**src/rtl/sequence_gen_pkg.sv**
```systemverilog
// sequence_gen_pkg: shared state type and default pattern for the serial pattern transmitter.
// Revision 1.0
`default_nettype none

package sequence_gen_pkg;

  typedef enum logic [0:0] {
    IDLE = 1'b0,
    SEND = 1'b1
  } seq_state_e;

  // Pattern recognised by sequence_detect
  localparam logic [7:0] SEQ_PAT_DEFAULT = 8'b0111_0001;

endpackage

`default_nettype wire

```
**src/rtl/sequence_gen_shift.sv**
```systemverilog
// sequence_gen_shift: rotate-left pattern register with per-frame bit counter.
// Revision 1.0
`default_nettype none

module sequence_gen_shift
  import sequence_gen_pkg::*;
#(
  parameter int WIDTH = 8
) (
  input  logic             clk,
  input  logic             rst_n,
  input  logic             load,
  input  logic             enable,
  input  logic             clear,
  input  logic [WIDTH-1:0] pat,
  output logic             msb,
  output logic             bit_term,
  output logic             frame_start
);

  localparam int CW = $clog2(WIDTH);
  localparam logic [CW-1:0] c_bit_last = CW'(WIDTH - 1);

  logic [WIDTH-1:0] shreg_q, shreg_d;
  logic [CW-1:0]    cnt_q, cnt_d;

  assign msb         = shreg_q[WIDTH-1];
  assign bit_term    = (cnt_q == c_bit_last);
  assign frame_start = (cnt_q == '0);

  // Rotating (not shifting) leaves the pattern intact after each frame
  always_comb begin
    shreg_d = shreg_q;
    cnt_d   = cnt_q;
    if (clear) begin
      shreg_d = '0;
      cnt_d   = '0;
    end else if (load) begin
      shreg_d = pat;
      cnt_d   = '0;
    end else if (enable) begin
      shreg_d = {shreg_q[WIDTH-2:0], shreg_q[WIDTH-1]};
      cnt_d   = bit_term ? '0 : cnt_q + 1'b1;
    end
  end

  always_ff @(posedge clk or negedge rst_n) begin
    if (!rst_n) begin
      shreg_q <= '0;
      cnt_q   <= '0;
    end else begin
      shreg_q <= shreg_d;
      cnt_q   <= cnt_d;
    end
  end

endmodule

`default_nettype wire

```
**src/rtl/sequence_gen.sv**
```systemverilog
// sequence_gen: loads a pattern and repeat count, then sends (rpt+1) back-to-back MSB-first frames.
// Revision 1.0
`default_nettype none

module sequence_gen
  import sequence_gen_pkg::*;
#(
  parameter int   WIDTH    = 8,
  parameter int   CNT_W    = 4,
  parameter logic IDLE_LVL = 1'b1
) (
  input  logic             clk,
  input  logic             rst_n,
  input  logic [WIDTH-1:0] pat,
  input  logic [CNT_W-1:0] rpt,
  input  logic             load_valid,
  output logic             load_ready,
  input  logic             abort,
  output logic             a,
  output logic             a_valid,
  output logic             frame_start,
  output logic             last
);

  seq_state_e       state_q, state_d;
  logic [CNT_W-1:0] frame_q, frame_d;

  logic w_sh_load;
  logic w_sh_en;
  logic w_sh_clr;
  logic w_msb;
  logic w_bit_term;
  logic w_frame_first;
  logic w_send;
  logic w_last_cyc;
  logic w_accept;

  sequence_gen_shift #(
    .WIDTH (WIDTH)
  ) u_shift (
    .clk         (clk),
    .rst_n       (rst_n),
    .load        (w_sh_load),
    .enable      (w_sh_en),
    .clear       (w_sh_clr),
    .pat         (pat),
    .msb         (w_msb),
    .bit_term    (w_bit_term),
    .frame_start (w_frame_first)
  );

  assign w_send     = (state_q == SEND);
  assign w_last_cyc = w_send && w_bit_term && (frame_q == '0);
  // Abort wins over a load offered in the final bit cycle
  assign load_ready = (state_q == IDLE) || (w_last_cyc && !abort);
  assign w_accept   = load_valid && load_ready;

  always_comb begin
    state_d   = state_q;
    frame_d   = frame_q;
    w_sh_load = 1'b0;
    w_sh_en   = 1'b0;
    w_sh_clr  = 1'b0;
    case (state_q)
      IDLE: begin
        if (w_accept) begin
          w_sh_load = 1'b1;
          frame_d   = rpt;
          state_d   = SEND;
        end
      end
      SEND: begin
        if (abort) begin
          w_sh_clr = 1'b1;
          frame_d  = '0;
          state_d  = IDLE;
        end else if (!w_bit_term) begin
          w_sh_en = 1'b1;
        end else if (frame_q != '0) begin
          w_sh_en = 1'b1;
          frame_d = frame_q - 1'b1;
        end else if (w_accept) begin
          w_sh_load = 1'b1;
          frame_d   = rpt;
        end else begin
          w_sh_clr = 1'b1;
          state_d  = IDLE;
        end
      end
      default: state_d = IDLE;
    endcase
  end

  always_ff @(posedge clk or negedge rst_n) begin
    if (!rst_n) begin
      state_q <= IDLE;
      frame_q <= '0;
    end else begin
      state_q <= state_d;
      frame_q <= frame_d;
    end
  end

  assign a           = w_send ? w_msb : IDLE_LVL;
  assign a_valid     = w_send;
  assign frame_start = w_send && w_frame_first;
  assign last        = w_last_cyc;

endmodule

`default_nettype wire

```
**config.mk**
```make
export PLATFORM = sky130hd
export DESIGN_NAME = sequence_gen
export DESIGN_NICKNAME = d
export VERILOG_FILES = /design/src/rtl/sequence_gen_pkg.sv /design/src/rtl/sequence_gen_shift.sv /design/src/rtl/sequence_gen.sv
export SDC_FILE = /design/constraint.sdc
export NUM_CORES = 1
export LEC_CHECK = 0
export ABC_AREA = 1
export CELL_PAD_IN_SITES_DETAIL_PLACEMENT = 0
export CELL_PAD_IN_SITES_GLOBAL_PLACEMENT = 1
export CORE_MARGIN = 2
export CORE_UTILIZATION = 38
export CTS_CLUSTER_SIZE = 25
export DETAILED_ROUTE_END_ITERATION = 10
export GPL_ROUTABILITY_DRIVEN = 0
export HOLD_SLACK_MARGIN = 0.05
export PLACE_DENSITY = 0.88
export REMOVE_ABC_BUFFERS = 1
export SYNTH_ARGS = -nofsm -noshare
export SYNTH_HDL_FRONTEND = slang
export SYNTH_SLANG_ARGS = --single-unit
```
**constraint.sdc**
```tcl
create_clock -name clk -period 3.07 [get_ports clk]
set_input_delay 0.4605 -clock clk [delete_from_list [all_inputs] [get_ports clk]]
set_output_delay 0.4605 -clock clk [all_outputs]
set_load 0.02 [all_outputs]
```
==> flow_metrics.tcl, run 1 <==
set metrics [dict create \
    switching_share 0.3733 \
    clock_tree.htree_level_count 1 \
    cell_chain_critical_path "ha_1 > ha_1 > nand3_1 > nor2_1 > clkdlybuf4s50_1" \
    wl_per_cell_um 10.83 \
    max-slew-margin-rel 0.5093 \
    cts_repair_resize_count 0 \
    setup_repair_after_global_routing_missed_its_margin "false" \
    synth_top_cell_by_area "dfrtp_1" \
    cts_buffer_depth 2 \
    cp_num_buf_inv 1 \
    holdBufCountCts 0 \
    worstSetupStartpoint "u_shift.cnt_q[1]" \
    post_route_minimum_period_ns 2.442 \
    setup_total_negative_slack_ns 0 \
    internal_power_mw 0.4668 \
    worst_pin_slew_ns 0.7333 \
    cts-buffers-inserted 3 \
    r2r_slack_ns 1.31 \
    worst-path-max-fanout 4 \
    initial_standard_cell_utilization_of_the_core 0.3899 \
    chip_height_um 53.73 \
    status "finished clean" \
    seq_power_share 0.421 \
    boundaryPins 21 \
    grt_pass1_wl_mm 3.291 \
    multiInputGateArea_um2 460.4 \
    p_leak_nw 0.5644 \
    vdd.ir_drop.worst_mv 0.3823 \
    path_delay_family "buffers and inverters" \
    dpl_hpwl_mm 1.443 \
    p_comb_frac 0.397 \
    start_kind "register" \
    synthMostInstantiatedCell "nand2_1" \
    seq_area_frac_synth 0.4261 \
    min_path_type "register to register" \
    worst_path_most_repeated_cell "ha_1" \
    synthTopCellsByArea "dfrtp_1, nand2_1, ha_1" \
    worst_path_max_delay_cell "clkdlybuf4s50_1" \
    remaining_drc_errors 0 \
    postSynthCellCount 122 \
    dr_total_vias 834 \
    final_util 0.4974 \
    grt_start_max_net_pins 17 \
    reg2reg_from "u_shift.cnt_q[1]" \
    async_reset_ff_frac 1.000 \
    design.final.nets 166 \
    critPathKind "register to output port" \
    number_of_distinct_library_cells_after_synthesis 22 \
    skew_pair_late_insertion_delay_ns 0.28 \
    number_of_antenna_violations_at_the_first_check_in_global_routing 0 \
    synth_top_cells_by_count "nand2_1, dfrtp_1, inv_1, nor2_1, o21ai_1" \
    area_of_placed_instances_um2 1162 \
    grt_use_total 0.1599 \
    route.detailed.vias_per_inst 4.793 \
    hold_viol 0 \
    grt-ovfl-total 0 \
    delay_of_the_slowest_critical_path_stage_ns 0.61 \
    antenna-diode-count 0 \
    net-switching-power_mw 0.2781 \
    post-synth-top-area-fraction 0.4261 \
    chip_width_um 53.73 \
    ys_ff_latch 16 \
    synth_ff_type "dfrtp_1" \
    clkSlewWorstSetupHoldPaths_ns 0.08 \
    worstPathRequired_ns 2.61 \
    cp_endpoint_kind "output port" \
    fill_cells 242 \
    worstHoldStart "u_shift.shreg_q[5]" \
    area_delta_synth_final_pct 27.56 \
    fin_area_um2 1199 \
    worst-endpoint-arrival_ns 1.98 \
    fp.dieArea_um2 2886 \
    via_count_of_the_first_global_routing_pass 740 \
    seqCellArea_um2 400.4 \
    synth_edf_count 0 \
    numClockSinks 16 \
    max_cap_viols 0 \
    p_clk_frac 0.182 \
    worst_clock_skew_ns 0.005533 \
    post_synthesis_cell_area_um2 939.7 \
    min_period_over_period 0.7955 \
    dr.pass1.iters 4 \
    placementRows 18 \
    fraction_of_final_layout_cells_with_drive_strength_greater_than_1 0.09722 \
    totalWireLength_mm 1.884 \
    routed_antenna_nets 0 \
    timing_max_transition_violations_final 0 \
    fmaxAchievable_mhz 409.5 \
    fp.coreArea_um2 2410 \
    port_buffers 20 \
    initialDrtViolationCount 13 \
    clock_tree_from_tritoncts "done" \
    power.density_cell_area_nw_per_um2 621.4 \
    cts.repair_timing.setup_buffer_count 0 \
    root_buffer "clkbuf_4" \
    post_synthesis_mean_instance_area_um2 7.702 \
    yosys_warnings 0 \
    report.final.setup_viol 0 \
]
## worst reg2reg max path: stages (launching register included)
cell and delay (ns):
dfrtp_1 0.41, ha_1 0.20, ha_1 0.25, nand4_1 0.12, nand2_1 0.09, nand2_2 0.22
inv_2 0.14, nor2_1 0.14, o21ai_1 0.09
## through the flow
step           setup slack [ns]  hold WS (ns)  std cells  power, mW
2_1_floorplan             1.394        0.1649        120     0.5163
3_3_place_gp             0.7984        0.4733        170     0.6065
3_5_place_dp             0.7820        0.4792        170     0.6123
4_1_cts                  0.6252        0.5006        174     0.7489
5_1_grt                  0.4918        0.5423        174     0.8174
6_report                 0.6277        0.5010        174     0.7449
## per-layer routing
metal	vias to the layer above	part of all wire	wire length, um	global-route usage
met4	0	0.010	19	0.05128
li1	441	-	-	-
met2	13	0.47	886	0.2561
met1	378	0.48	909	0.2042
met5	-	0	0	0
met3	2	0.036	68	0.05000
## final timing paths
check | end | cells after the start
setup / recovery | last | 5
hold / removal | u_shift.shreg_q[5] | 2
setup reg to reg | u_shift.shreg_q[0] | 8
hold reg to reg | u_shift.shreg_q[5] | 2
max in group asynchronous | u_shift.cnt_q[2] | 1
min in group asynchronous | u_shift.shreg_q[2] | 1
## power groups by stage
stage | Combinational (mW) | Clock [mW] | Sequential, mW
floorplan | 0.209 | 0 | 0.307
global placement | 0.292 | 0 | 0.314
detailed placement | 0.294 | 0 | 0.318
CTS | 0.297 | 0.138 | 0.314
global route | 0.340 | 0.154 | 0.323
finish | 0.295 | 0.136 | 0.314
## layout make-up
class / instances / share of cell area
multi-input combinational: 87 / 0.3841
sequential: 16 / 0.3340
timing repair buffer: 20 / 0.1670
inverter: 17 / 0.05324
tap: 30 / 0.03132
clock buffer: 4 / 0.03027
## flip-flops by register name, indices dropped and copies added, names as in the netlist
name / flops
a_valid: 1
frame_q: 4
u_shift.cnt_q: 3
u_shift.shreg_q: 8
## cell usage in the layout (no fill, tap or decap), drive strengths merged
| cell | synthesis | layout |
|---|---|---|
| nand3 | 5 | 5 |
| nor3 | 2 | 2 |
| inv | 17 | 17 |
| xnor2 | 1 | 1 |
| dfrtp | 16 | 16 |
| nand2 | 32 | 32 |
| nand4 | 1 | 1 |
| clkdlybuf4s50 | 0 | 20 |
| o311ai | 1 | 1 |
| o22ai | 2 | 2 |
| nor2 | 16 | 16 |
| a32o | 2 | 2 |
| clkbuf | 1 | 4 |
| a21oi | 1 | 1 |
| ha | 5 | 5 |
| o21ai | 19 | 19 |
## cell families (layout without fill, tap and decap cells)
kind of cell    after synthesis  after routing  synth area share
buf+inv                      19             41           0.08388
compound gates               25             25            0.1545
simple gates                 56             56            0.2597
fa+ha+maj                     5              5           0.06658
xor+xnor                      1              1          0.009323
flops                        16             16            0.4261
(Power assumes the default switching activity.)
==> run 2, diff against run 1 <==
Settings changed: CORE_UTILIZATION 38 to 32, PLACE_DENSITY 0.88 to 0.79.
Clock period 3.07 ns to 2 ns, I/O delays scaled along.
==> run 2 against run 1 <==
Net effect: total power up 54%; worst hold slack worse by 0.18 ns; design area up 3.0%; final cell count up 3.4%; combinational power up 56%; first-iteration DRC count up 92%; critical path type unchanged; critical endpoint is now load_ready.
==> flow_metrics.tcl, run 2 (synthesis results as in run 1) <==
set metrics [dict create \
    port_buffers 20 \
    number_of_antenna_violations_at_the_first_check_in_global_routing 0 \
    dr.pass1.iters 4 \
    worst_path_max_delay_cell "dfrtp_1" \
    fin_hold_ws_ns 0.3204 \
    grt_util_met1 0.1762 \
    skew_pair_late_insertion_delay_ns 0.28 \
    post_route_minimum_period_ns 1.885 \
    largestRegisters "u_shift.shreg_q (8), frame_q (4), u_shift.cnt_q (3)" \
    fraction_of_final_layout_cells_with_drive_strength_greater_than_1 0.1342 \
    initial_standard_cell_utilization_of_the_core 0.3378 \
    totalWireLength_mm 1.956 \
    clkSlewWorstSetupHoldPaths_ns 0.09 \
    dp_slack_ns 0.1174 \
    root_buffer "clkbuf_4" \
    worst-endpoint-arrival_ns 1.58 \
    report.final.setup_viol 0 \
    chip_width_um 58.19 \
    numClockSinks 16 \
    design.final.nets 171 \
    area_of_placed_instances_um2 1201 \
    largest_register_ffs 8 \
    cp_num_buf_inv 1 \
    fill_cells 289 \
    boundaryPins 21 \
    max-slew-margin-rel 0.7744 \
    fp.dieArea_um2 3386 \
    clock_tree.htree_level_count 1 \
    worst_clock_skew_ns 0.002780 \
    cp_endpoint_kind "output port" \
    final_util 0.4440 \
    wl_per_cell_um 10.87 \
    setup_total_negative_slack_ns 0 \
    worstPathRequired_ns 1.70 \
    worst_pin_slew_ns 0.3341 \
    grt_start_max_net_pins 17 \
    via_count_of_the_first_global_routing_pass 797 \
    route.detailed.vias_per_inst 4.733 \
    grt_use_total 0.1372 \
    placementRows 19 \
    critPathKind "register to output port" \
    gr-usage-met2 0.2289 \
    clock_tree_from_tritoncts "done" \
    timing_max_transition_violations_final 0 \
    groute.layer.met3.usage 0.03348 \
    chip_height_um 58.19 \
    routed_antenna_nets 0 \
    hold_viol 0 \
    status "finished clean" \
    power.density_cell_area_nw_per_um2 931.2 \
    path_delay_family "adder cells" \
    setup_repair_after_global_routing_missed_its_margin "false" \
    grt-ovfl-total 0 \
    cell_chain_critical_path "ha_1 > ha_1 > nand4_1 > nand2_1 > clkdlybuf4s15_1" \
    remaining_drc_errors 0 \
    fmaxAchievable_mhz 530.6 \
    dpl_hpwl_mm 1.534 \
    p_leak_nw 0.6051 \
    cts_buffer_depth 2 \
    antenna-diode-count 0 \
    initialDrtViolationCount 25 \
    worst_path_most_repeated_cell "ha_1" \
    vdd.ir_drop.worst_mv 0.4266 \
    dr_total_vias 852 \
    area_delta_synth_final_pct 31.42 \
    mostFrequentLayoutCells "nand2_1, clkdlybuf4s50_1, dfrtp_1" \
    fp.coreArea_um2 2781 \
    layout.cells.most_common "nand2_1" \
    start_kind "register" \
    worst-path-max-fanout 3 \
    cts-buffers-inserted 3 \
    fin_area_um2 1235 \
    delay_of_the_slowest_critical_path_stage_ns 0.41 \
    grt_busiest_layer "met2" \
    top_register "u_shift.shreg_q" \
    grt_pass1_wl_mm 3.546 \
    max_cap_viols 0 \
    layout_setup_ws_ns 0.1152 \
    min_period_over_period 0.9424 \
    min_path_type "primary input to asynchronous set/reset pin" \
]
run 2: changes by cell type in the layout (fill, tap and decap cells not counted), sizes merged:
cell	delta
clkdlybuf4s50	-3
dlymetal6s2s	+1
clkdlybuf4s15	+1
clkbuf	+1
buf	+5
run 2: repair_timing:
action	4_1_cts	5_1_grt
buffers inserted	0	0
hold buffers	0	0
setup endpoints to repair	2	3
resized for setup	2	4
run 2: final cells by class:
type,count,area [um^2],share of cell area
repair buffers,25,235.2,0.1905
inverters,17,63.81,0.05167
well taps,31,38.79,0.03141
multi-input cells,87,460.4,0.3728
clock buffers,4,36.28,0.02938
flip-flops and latches,16,400.4,0.3242
run 2: path summary, 6_finish.rpt:
path | from | endpoint | slack, ns | cells after the start
max in group asynchronous | rst_n | u_shift.cnt_q[1] | 1.50 | 2
max | u_shift.cnt_q[1] | load_ready | 0.12 | 5
min | rst_n | u_shift.shreg_q[2] | 0.32 | 2
min reg2reg | u_shift.shreg_q[5] | u_shift.shreg_q[5] | 0.50 | 2
max reg2reg | frame_q[1] | u_shift.shreg_q[6] | 0.41 | 8
min in group clk | u_shift.shreg_q[5] | u_shift.shreg_q[5] | 0.50 | 2
run 2: power breakdown:
| part | total, mW | internal [mW] | switching (mW) | leakage, nW |
|---|---|---|---|---|
| Sequential | 0.478 | 0.409 | 0.0694 | 0.206 |
| Clock | 0.212 | 0.111 | 0.101 | 0.0210 |
| Combinational | 0.460 | 0.202 | 0.257 | 0.378 |
| Total | 1.15 | 0.722 | 0.428 | 0.605 |
run 2: stage by stage:
| step | power [mW] | instances |
|---|---|---|
| 3_5_place_dp | 0.9547 | 176 |
| 5_1_grt | 1.260 | 180 |
| 6_report | 1.150 | 180 |
| 3_3_place_gp | 0.9466 | 176 |
| 2_1_floorplan | 0.7925 | 120 |
| 4_1_cts | 1.168 | 180 |
run 2: layer usage:
| layer | wire length, um | vias to the layer above |
|---|---|---|
| met4 | 19 | 0 |
| li1 | - | 454 |
| met5 | 0 | - |
| met1 | 960 | 381 |
| met2 | 904 | 15 |
| met3 | 71 | 2 |
run 2: worst reg2reg max path: stages (launching register included):
cell and delay, ns:
dfrtp_1 0.40, inv_1 0.12, ha_1 0.23, nand4_1 0.11
nand2_1 0.11, nand2_2 0.12, buf_4 0.19, o21ai_0 0.15
o21ai_1 0.07
